### src/rtl/mmu_pkg.sv
// mmu_pkg: mmu bus transfer codes, burst length/address helpers and burst initiator FSM states
package mmu_pkg;
    localparam int MMU_ADDR_W = 32;
    localparam logic [2:0] TRANSFER_IDLE   = 3'd0;
    localparam logic [2:0] TRANSFER_BUSY   = 3'd1;
    localparam logic [2:0] TRANSFER_NONSEQ = 3'd2;
    localparam logic [2:0] TRANSFER_SEQ    = 3'd3;

    typedef enum logic [2:0] {S_IDLE, S_ISSUE, S_WAIT, S_ERR, S_DONE} init_state_t;

    function automatic logic [4:0] burst_beats(input logic [2:0] burst);
        return burst[2:1] == 2'b00 ? 5'd1 : burst[2:1] == 2'b01 ? 5'd4 : burst[2:1] == 2'b10 ? 5'd8 : 5'd16;
    endfunction

    // wrapping bursts keep the upper address bits and roll the low bits inside the burst window
    function automatic logic [MMU_ADDR_W-1:0] next_burst_addr(input logic [MMU_ADDR_W-1:0] addr,
                                                              input logic [2:0] size,
                                                              input logic [2:0] burst);
        logic [MMU_ADDR_W-1:0] inc;
        logic [MMU_ADDR_W-1:0] mask;
        inc  = MMU_ADDR_W'(1) << size;
        mask = inc * MMU_ADDR_W'(burst_beats(burst)) - MMU_ADDR_W'(1);
        return burst[0] ? (addr & ~mask) | ((addr + inc) & mask) : addr + inc;
    endfunction
endpackage

### src/rtl/mmu_burst_initiator_if.sv
// mmu_burst_initiator_if: client request/data channels plus mmu bus signals of the burst initiator
interface mmu_burst_initiator_if #(parameter int ADDR_W = 32, parameter int DATA_W = 32);
    logic              req_valid;
    logic              req_ready;
    logic [ADDR_W-1:0] req_addr;
    logic              req_write;
    logic [2:0]        req_size;
    logic [2:0]        req_burst;
    logic              wdata_valid;
    logic [DATA_W-1:0] wdata;
    logic              wdata_ready;
    logic              rdata_valid;
    logic [DATA_W-1:0] rdata;
    logic              done;
    logic              err;
    logic              SELX;
    logic [ADDR_W-1:0] ADDR;
    logic [DATA_W-1:0] WRITE_DATA;
    logic [DATA_W-1:0] READ_DATA;
    logic              WRITE;
    logic [2:0]        SIZE;
    logic [2:0]        BURST;
    logic [2:0]        TRANS;
    logic              READYOUT;
    logic              RESP;

    modport master (
        input  req_valid, req_addr, req_write, req_size, req_burst, wdata_valid, wdata,
               READ_DATA, READYOUT, RESP,
        output req_ready, wdata_ready, rdata_valid, rdata, done, err,
               SELX, ADDR, WRITE_DATA, WRITE, SIZE, BURST, TRANS
    );

    modport slave (
        output req_valid, req_addr, req_write, req_size, req_burst, wdata_valid, wdata,
               READ_DATA, READYOUT, RESP,
        input  req_ready, wdata_ready, rdata_valid, rdata, done, err,
               SELX, ADDR, WRITE_DATA, WRITE, SIZE, BURST, TRANS
    );
endinterface

### src/rtl/mmu_burst_addr_gen.sv
// mmu_burst_addr_gen: registered beat address, beat counter and first/last beat flags
module mmu_burst_addr_gen import mmu_pkg::*; #(parameter int ADDR_W = 32) (
    input  logic              clk,
    input  logic              rst,
    input  logic              load,
    input  logic              adv,
    input  logic [ADDR_W-1:0] start_addr,
    input  logic [2:0]        size,
    input  logic [2:0]        burst,
    output logic [ADDR_W-1:0] addr,
    output logic              first,
    output logic              last
);
    logic [ADDR_W-1:0] addr_q, addr_d;
    logic [4:0]        cnt_q, cnt_d;

    // load the start address on accept, step to the following beat address on each completed beat
    always_comb begin
        addr_d = load ? start_addr : adv ? next_burst_addr(addr_q, size, burst) : addr_q;
        cnt_d  = load ? 5'd0 : adv ? cnt_q + 5'd1 : cnt_q;
    end

    // beat address and beat count registers
    always_ff @(posedge clk or posedge rst) begin
        if (rst) begin
            addr_q <= '0;
            cnt_q  <= '0;
        end else begin
            addr_q <= addr_d;
            cnt_q  <= cnt_d;
        end
    end

    assign addr  = addr_q;
    assign first = cnt_q == 5'd0;
    assign last  = cnt_q == burst_beats(burst) - 5'd1;
endmodule

### src/rtl/mmu_burst_initiator.sv
// mmu_burst_initiator: single-burst mmu bus initiator (INCR/WRAP, error abort); MMU_INIT_BUSY_EN adds BUSY on write-data stalls
module mmu_burst_initiator import mmu_pkg::*; #(parameter int ADDR_W = 32, parameter int DATA_W = 32) (
    input logic                 CLK,
    input logic                 RSTN,
    mmu_burst_initiator_if.master bus
);
    localparam logic [2:0] MAX_SIZE = 3'($clog2(DATA_W / 8));

    init_state_t       state_q, state_d;
    logic              selx_q, selx_d, write_q, write_d, rdata_valid_q, rdata_valid_d, err_q, err_d;
    logic [2:0]        trans_q, trans_d, size_q, size_d, burst_q, burst_d;
    logic [DATA_W-1:0] wdata_q, wdata_d, rdata_q, rdata_d;
    logic [ADDR_W-1:0] addr;
    logic              req_bad, issue, load, adv, first, last;

    assign req_bad = bus.req_size > MAX_SIZE ||
                     (bus.req_addr & ((ADDR_W'(1) << bus.req_size) - ADDR_W'(1))) != '0;
    assign issue   = state_q == S_ISSUE && (!write_q || bus.wdata_valid);
    assign load    = state_q == S_IDLE && bus.req_valid && !req_bad;
    assign adv     = state_q == S_WAIT && bus.READYOUT && !bus.RESP && !last;

    mmu_burst_addr_gen #(.ADDR_W(ADDR_W)) u_addr_gen (
        .clk(CLK), .rst(RSTN), .load(load), .adv(adv), .start_addr(bus.req_addr),
        .size(size_q), .burst(burst_q), .addr(addr), .first(first), .last(last)
    );

    // burst sequencing: accept, issue beat, wait for response, error drain, done pulse
    always_comb begin
        state_d       = state_q;
        selx_d        = selx_q;
        trans_d       = trans_q;
        write_d       = write_q;
        size_d        = size_q;
        burst_d       = burst_q;
        wdata_d       = wdata_q;
        rdata_d       = rdata_q;
        rdata_valid_d = 1'b0;
        err_d         = err_q;
        case (state_q)
            S_IDLE: if (bus.req_valid) begin
                state_d = req_bad ? S_DONE : S_ISSUE;
                err_d   = req_bad;
                if (!req_bad) begin
                    selx_d  = 1'b1;
                    write_d = bus.req_write;
                    size_d  = bus.req_size;
                    burst_d = bus.req_burst;
                end
            end
            S_ISSUE: if (issue) begin
                state_d = S_WAIT;
                trans_d = first ? TRANSFER_NONSEQ : TRANSFER_SEQ;
                wdata_d = write_q ? bus.wdata : wdata_q;
            end else begin
`ifdef MMU_INIT_BUSY_EN
                trans_d = first ? TRANSFER_IDLE : TRANSFER_BUSY;
`else
                trans_d = TRANSFER_IDLE;
`endif
            end
            S_WAIT: if (bus.READYOUT && !bus.RESP) begin
                state_d       = last ? S_DONE : S_ISSUE;
                selx_d        = !last;
                trans_d       = TRANSFER_IDLE;
                rdata_valid_d = !write_q;
                rdata_d       = write_q ? rdata_q : bus.READ_DATA;
            end else if (!bus.READYOUT && bus.RESP) begin
                state_d = S_ERR;
                trans_d = TRANSFER_IDLE;
            end
            S_ERR: if (bus.READYOUT && bus.RESP) begin
                state_d = S_DONE;
                selx_d  = 1'b0;
                err_d   = 1'b1;
            end
            S_DONE: state_d = S_IDLE;
            default: state_d = S_IDLE;
        endcase
    end

    // state and bus output registers; reset drops any burst in flight without a done pulse
    always_ff @(posedge CLK or posedge RSTN) begin
        if (RSTN) begin
            state_q       <= S_IDLE;
            selx_q        <= 1'b0;
            trans_q       <= TRANSFER_IDLE;
            write_q       <= 1'b0;
            size_q        <= '0;
            burst_q       <= '0;
            wdata_q       <= '0;
            rdata_q       <= '0;
            rdata_valid_q <= 1'b0;
            err_q         <= 1'b0;
        end else begin
            state_q       <= state_d;
            selx_q        <= selx_d;
            trans_q       <= trans_d;
            write_q       <= write_d;
            size_q        <= size_d;
            burst_q       <= burst_d;
            wdata_q       <= wdata_d;
            rdata_q       <= rdata_d;
            rdata_valid_q <= rdata_valid_d;
            err_q         <= err_d;
        end
    end

    assign bus.req_ready   = state_q == S_IDLE;
    assign bus.wdata_ready = issue && write_q;
    assign bus.rdata_valid = rdata_valid_q;
    assign bus.rdata       = rdata_q;
    assign bus.done        = state_q == S_DONE;
    assign bus.err         = state_q == S_DONE && err_q;
    assign bus.SELX        = selx_q;
    assign bus.ADDR        = addr;
    assign bus.WRITE_DATA  = wdata_q;
    assign bus.WRITE       = write_q;
    assign bus.SIZE        = size_q;
    assign bus.BURST       = burst_q;
    assign bus.TRANS       = trans_q;
endmodule

### src/flat_wrapper.sv
// flat-port wrapper written by rule: the top's interface ports become plain ports
module mmu_burst_initiator_flat import mmu_pkg::*;
#(parameter int ADDR_W = 32, parameter int DATA_W = 32)
  (CLK, RSTN, bus_req_valid, bus_req_addr, bus_req_write, bus_req_size, bus_req_burst, bus_wdata_valid, bus_wdata, bus_READ_DATA, bus_READYOUT, bus_RESP, bus_req_ready, bus_wdata_ready, bus_rdata_valid, bus_rdata, bus_done, bus_err, bus_SELX, bus_ADDR, bus_WRITE_DATA, bus_WRITE, bus_SIZE, bus_BURST, bus_TRANS);
  mmu_burst_initiator_if #(.ADDR_W(ADDR_W), .DATA_W(DATA_W)) bus_i ();
  input logic CLK;
  input logic RSTN;
  input wire logic [$bits(bus_i.req_valid)-1:0] bus_req_valid;
  input wire logic [$bits(bus_i.req_addr)-1:0] bus_req_addr;
  input wire logic [$bits(bus_i.req_write)-1:0] bus_req_write;
  input wire logic [$bits(bus_i.req_size)-1:0] bus_req_size;
  input wire logic [$bits(bus_i.req_burst)-1:0] bus_req_burst;
  input wire logic [$bits(bus_i.wdata_valid)-1:0] bus_wdata_valid;
  input wire logic [$bits(bus_i.wdata)-1:0] bus_wdata;
  input wire logic [$bits(bus_i.READ_DATA)-1:0] bus_READ_DATA;
  input wire logic [$bits(bus_i.READYOUT)-1:0] bus_READYOUT;
  input wire logic [$bits(bus_i.RESP)-1:0] bus_RESP;
  output wire logic [$bits(bus_i.req_ready)-1:0] bus_req_ready;
  output wire logic [$bits(bus_i.wdata_ready)-1:0] bus_wdata_ready;
  output wire logic [$bits(bus_i.rdata_valid)-1:0] bus_rdata_valid;
  output wire logic [$bits(bus_i.rdata)-1:0] bus_rdata;
  output wire logic [$bits(bus_i.done)-1:0] bus_done;
  output wire logic [$bits(bus_i.err)-1:0] bus_err;
  output wire logic [$bits(bus_i.SELX)-1:0] bus_SELX;
  output wire logic [$bits(bus_i.ADDR)-1:0] bus_ADDR;
  output wire logic [$bits(bus_i.WRITE_DATA)-1:0] bus_WRITE_DATA;
  output wire logic [$bits(bus_i.WRITE)-1:0] bus_WRITE;
  output wire logic [$bits(bus_i.SIZE)-1:0] bus_SIZE;
  output wire logic [$bits(bus_i.BURST)-1:0] bus_BURST;
  output wire logic [$bits(bus_i.TRANS)-1:0] bus_TRANS;
  assign bus_i.req_valid = bus_req_valid;
  assign bus_i.req_addr = bus_req_addr;
  assign bus_i.req_write = bus_req_write;
  assign bus_i.req_size = bus_req_size;
  assign bus_i.req_burst = bus_req_burst;
  assign bus_i.wdata_valid = bus_wdata_valid;
  assign bus_i.wdata = bus_wdata;
  assign bus_i.READ_DATA = bus_READ_DATA;
  assign bus_i.READYOUT = bus_READYOUT;
  assign bus_i.RESP = bus_RESP;
  assign bus_req_ready = bus_i.req_ready;
  assign bus_wdata_ready = bus_i.wdata_ready;
  assign bus_rdata_valid = bus_i.rdata_valid;
  assign bus_rdata = bus_i.rdata;
  assign bus_done = bus_i.done;
  assign bus_err = bus_i.err;
  assign bus_SELX = bus_i.SELX;
  assign bus_ADDR = bus_i.ADDR;
  assign bus_WRITE_DATA = bus_i.WRITE_DATA;
  assign bus_WRITE = bus_i.WRITE;
  assign bus_SIZE = bus_i.SIZE;
  assign bus_BURST = bus_i.BURST;
  assign bus_TRANS = bus_i.TRANS;
  mmu_burst_initiator #(.ADDR_W(ADDR_W), .DATA_W(DATA_W)) u_core (.CLK(CLK), .RSTN(RSTN), .bus(bus_i));
endmodule
### config.mk
export PLATFORM = sky130hd
export DESIGN_NAME = mmu_burst_initiator_flat
export DESIGN_NICKNAME = d
export VERILOG_FILES = /design/src/rtl/mmu_pkg.sv /design/src/rtl/mmu_burst_initiator_if.sv /design/src/rtl/mmu_burst_addr_gen.sv /design/src/rtl/mmu_burst_initiator.sv /design/src/flat_wrapper.sv
export SDC_FILE = /design/constraint.sdc
export NUM_CORES = 1
export LEC_CHECK = 0
export BUFFER_PORTS_ARGS = -buffer_cell sky130_fd_sc_hd__buf_4
export CORE_MARGIN = 2
export CORE_UTILIZATION = 45
export CTS_BUF_LIST = sky130_fd_sc_hd__clkbuf_8
export DETAILED_ROUTE_END_ITERATION = 7
export PLACE_DENSITY_LB_ADDON = 0.3
export REMOVE_ABC_BUFFERS = 1
export SETUP_SLACK_MARGIN = 0.3
export SLEW_MARGIN = 20
export SYNTH_ARGS = -nofsm -noshare
export SYNTH_HDL_FRONTEND = slang
export SYNTH_HIERARCHICAL = 1
export SYNTH_SLANG_ARGS = --single-unit
### constraint.sdc
create_clock -name CLK -period 7.4 [get_ports CLK]
set_input_delay 0.37 -clock CLK [delete_from_list [all_inputs] [get_ports CLK]]
set_output_delay 0.37 -clock CLK [all_outputs]
set_load 0.05 [all_outputs]
==> impl_results.md <==
- WL per Instance: 16.9 um
- Leakage: about 4.8 nW
- Clk Latency, worst-skew pair: 0.44 ns
- Via Count: 6574
- Crit path required time: 7.72 ns
- Area occupied by registers: 2900 um^2
- Cell accounting for the most synthesized area: dfrtp_1
- Crit-path most repeated cell: inv_1
- IO buf count: 219
- Final Hold Fails: 0
- Grt total ovfl: 0
- Clock Skews: approximately 0.016 ns
- Multi-input logic area: 4350 um^2
- DIE AREA: between 15000 and 20000 um^2
- Antenna Nets Post-Route: 0
- Startpoint Class: flip-flop
- Setup_tns: 0 ns
- Antenna fix cells: 0
- Crit Path Class: reg2reg
- Post-Route WL: a little over 20000 um
- Max VDD drop: 0.000290 V
- CP delay by family, top: adder cells
- Fillers: approximately 1500
- Hold WC Path Type: in2async
- Critical path cell sequence: or3b_2 -> inv_1 -> nand2_1 -> ha_1 -> inv_1 -> fa_1 -> inv_1 -> fa_1 -> inv_1 -> ha_1 -> o21ai_0 -> o21ai_2 -> a2111oi_4 -> nor3_2 -> nor2_4 -> o31ai_1 -> a221o_1
- WP buf/inv: 4
- Combinational Power Share: between 60% and 70%
- Async S/R FF share, synth: 100%
- CTS Buffer Depth: 2
- Post-DP HPWL: roughly 16000 um
- Clock sinks: about 120
- Row count: 47
- Rel. slew slack: roughly 37%
- Final period utilization: 65.0%
- Largest net degree at the start of global routing: 80
- Clk slew on worst S/H paths: around 0.09 ns
- Minimum clock period: 4.81 ns
- Sequential share of power: between 20% and 30%
- Post-CTS resize count: 0
- GPL Wtd Cong: between 0.9 and 1
- Hold buffers post-CTS: 0
- Fmax: just over 0.2 GHz
- Clock power frac: 12.8%
- Die Width: 135 um
- Avg Vias per Cell: around 5.4
- First-pass GRT wire length: ~32000 um
- Finished Layout Cells: 1217
- Sequential area share after synthesis: 37.8%
- Worst Setup End Kind: flip-flop
- I/O pin count: about 220
- Synthesized area per cell: ~9.9 um^2
- Placed cells: 1184
- Hold_ws: 0.0335 ns
- Outcome: finished clean
- Synthesized instance count: 773
- Pwr per Cell Area: ~530 nW/um^2
- CTS tree: done
- Number of synthesized flops with an enable pin: 0
- Root buffer cell: clkbuf_8
- MaxCap Viol Count: 0
- Slowest cell on the critical path: or3b_2
- Total CTS buffers: 17
- Ranking of synthesized cells by area: dfrtp_1, mux2_1, ha_1
- CP Max Fanout: 11
- GR Util All Layers: 21.9%
- Die height: around 130 um
- Worst-margin pin slew: roughly 0.94 ns
- Sw Ratio: 53.1%
- Final max-slew violation count: 0
- Sw Pwr: around 2.8 mW
- Int Power: roughly 2.5 mW
- Starting Density: between 40% and 50%
- Initial DRT Pass Iterations: 5
- Fraction of layout cells with a size suffix above 1: 30.6%
- Yosys warns: 6
- Initial antenna violation count: 0
- CORE AREA: about 17000 um^2
- Synth unique cells: slightly above 90
- Crit path largest cell delay: between 0.5 and 0.6 ns
- Setup bufs post-CTS: 0
- Mapped Area: 7680 um^2
- DRC violations left: 0
- Critical path arrival: 5.13 ns
- Setup violators final: 0
- Vias in the first global route: roughly 6300
- Primary FF master, synth: dfrtp_1
- Core Util, Final: 59.7%
- Post-synthesis register bit count: around 120
- Final #Nets: 1155
- Synth top area share: a little under two fifths
- RSZ-0062 raised after global routing: false
- H-Tree Depth: 4
- P&R area growth vs syn: 29.4%
- Tot Pwr: ~5.3 mW
- Initial DRC Count: 426
==> layout make-up <==
type / instances / share of cell area [%]
clock buffers: 17 / 2.35
clock inverters: 15 / 2.19
inverters: 66 / 2.51
multi-input cells: 558 / 43.8
flip-flops and latches: 116 / 29.2
well taps: 220 / 2.77
repair buffers: 225 / 17.2
==> cell families (layout without fill, tap and decap cells) <==
logic type	count (synthesis)	after routing	share of synthesized area (%)
other	1	1	0.0488
AND/OR/NAND/NOR	229	229	15.8
buffers and inverters	99	323	5.59
adder cells (fa/ha/maj)	62	62	11.5
XOR/XNOR	28	28	3.19
multiplexers	77	77	11.2
AO/OA/AOI/OAI	161	161	14.9
flip-flops	116	116	37.8
==> cells in the final DEF (no fill, tap or decap), drive strengths merged, types with 9 or more instances in the layout <==
master	Yosys	final
nand2	73	73
clkbuf	15	17
nor2	52	52
ha	48	48
a21oi	38	38
a211oi	10	10
fa	14	14
nor3	19	19
mux2	73	73
xor2	21	21
o21ai	41	41
inv	66	71
and2	9	9
nand3	15	15
dfrtp	116	116
buf	18	225
==> worst reg2reg max path, delay by kind of cell (launching register included) <==
kind	cells	cell delay, ns
flops	1	0.48
compound gates	5	1.33
fa+ha+maj	4	1.68
buf+inv	4	0.28
simple gates	4	0.93
==> synth_stat cells, drive strengths merged, types with 6 or more instances <==
library cell	count
a21oi	38
o311ai	8
nor4	8
and2	9
a31oi	8
mux2	73
xnor2	7
nand4	8
or3	6
fa	14
nor3	19
inv	66
dfrtp	116
clkbuf	15
ha	48
o211ai	6
a211oi	10
buf	18
o21ai	41
nor2	52
nand3	15
nand2b	7
o21a	6
nand2	73
a21o	6
xor2	21
==> routing by layer <==
| layer | vias to the layer above | GRT usage, % | part of all wire (%) |
|---|---|---|---|
| li1 | 3160 | - | - |
| met1 | 3155 | 27.5 | 41 |
| met2 | 233 | 38.6 | 51 |
| met3 | 26 | 4.43 | 6.6 |
| met4 | 0 | 5.85 | 1.2 |
| met5 | - | 0 | 0 |
==> power by group through the flow <==
stage / combinational (mW) / clock [mW] / sequential (mW)
2_1_floorplan: 1.46 / 0 / 2.15
5_1_grt: 3.61 / 0.723 / 1.25
3_5_place_dp: 3.38 / 0 / 1.21
6_report: 3.40 / 0.674 / 1.20
4_1_cts: 3.39 / 0.694 / 1.20
3_3_place_gp: 3.33 / 0 / 1.20
==> through the flow <==
| step | area [um^2] | setup slack (ns) |
|---|---|---|
| global route | 9940 | 2.32 |
| global placement | 9460 | 2.77 |
| CTS | 9910 | 2.65 |
| floorplan | 7500 | 2.65 |
| finish | 9940 | 2.59 |
| detailed placement | 9460 | 2.66 |
==> worst paths after layout <==
| check | from | to | slack (ns) | cells after the start |
|---|---|---|---|---|
| worst min register to register | u_core/bus.rdata[5] | u_core/bus.rdata[5] | 0.49 | 1 |
| worst max register to register | u_core/bus.SIZE[1] | flip-flop | 2.59 | 17 |
| max in group asynchronous | RSTN | u_core/bus.rdata[23] | 6.79 | 4 |
| worst min-delay path | RSTN | u_core/bus.rdata[4] | 0.03 | 3 |
| min in group CLK | bus_wdata[31] | u_core/bus.WRITE_DATA[31] | 0.14 | 2 |
| worst max-delay path | u_core/bus.SIZE[1] | flip-flop | 2.59 | 17 |
No activity file was read; power rests on OpenSTA's default activity.
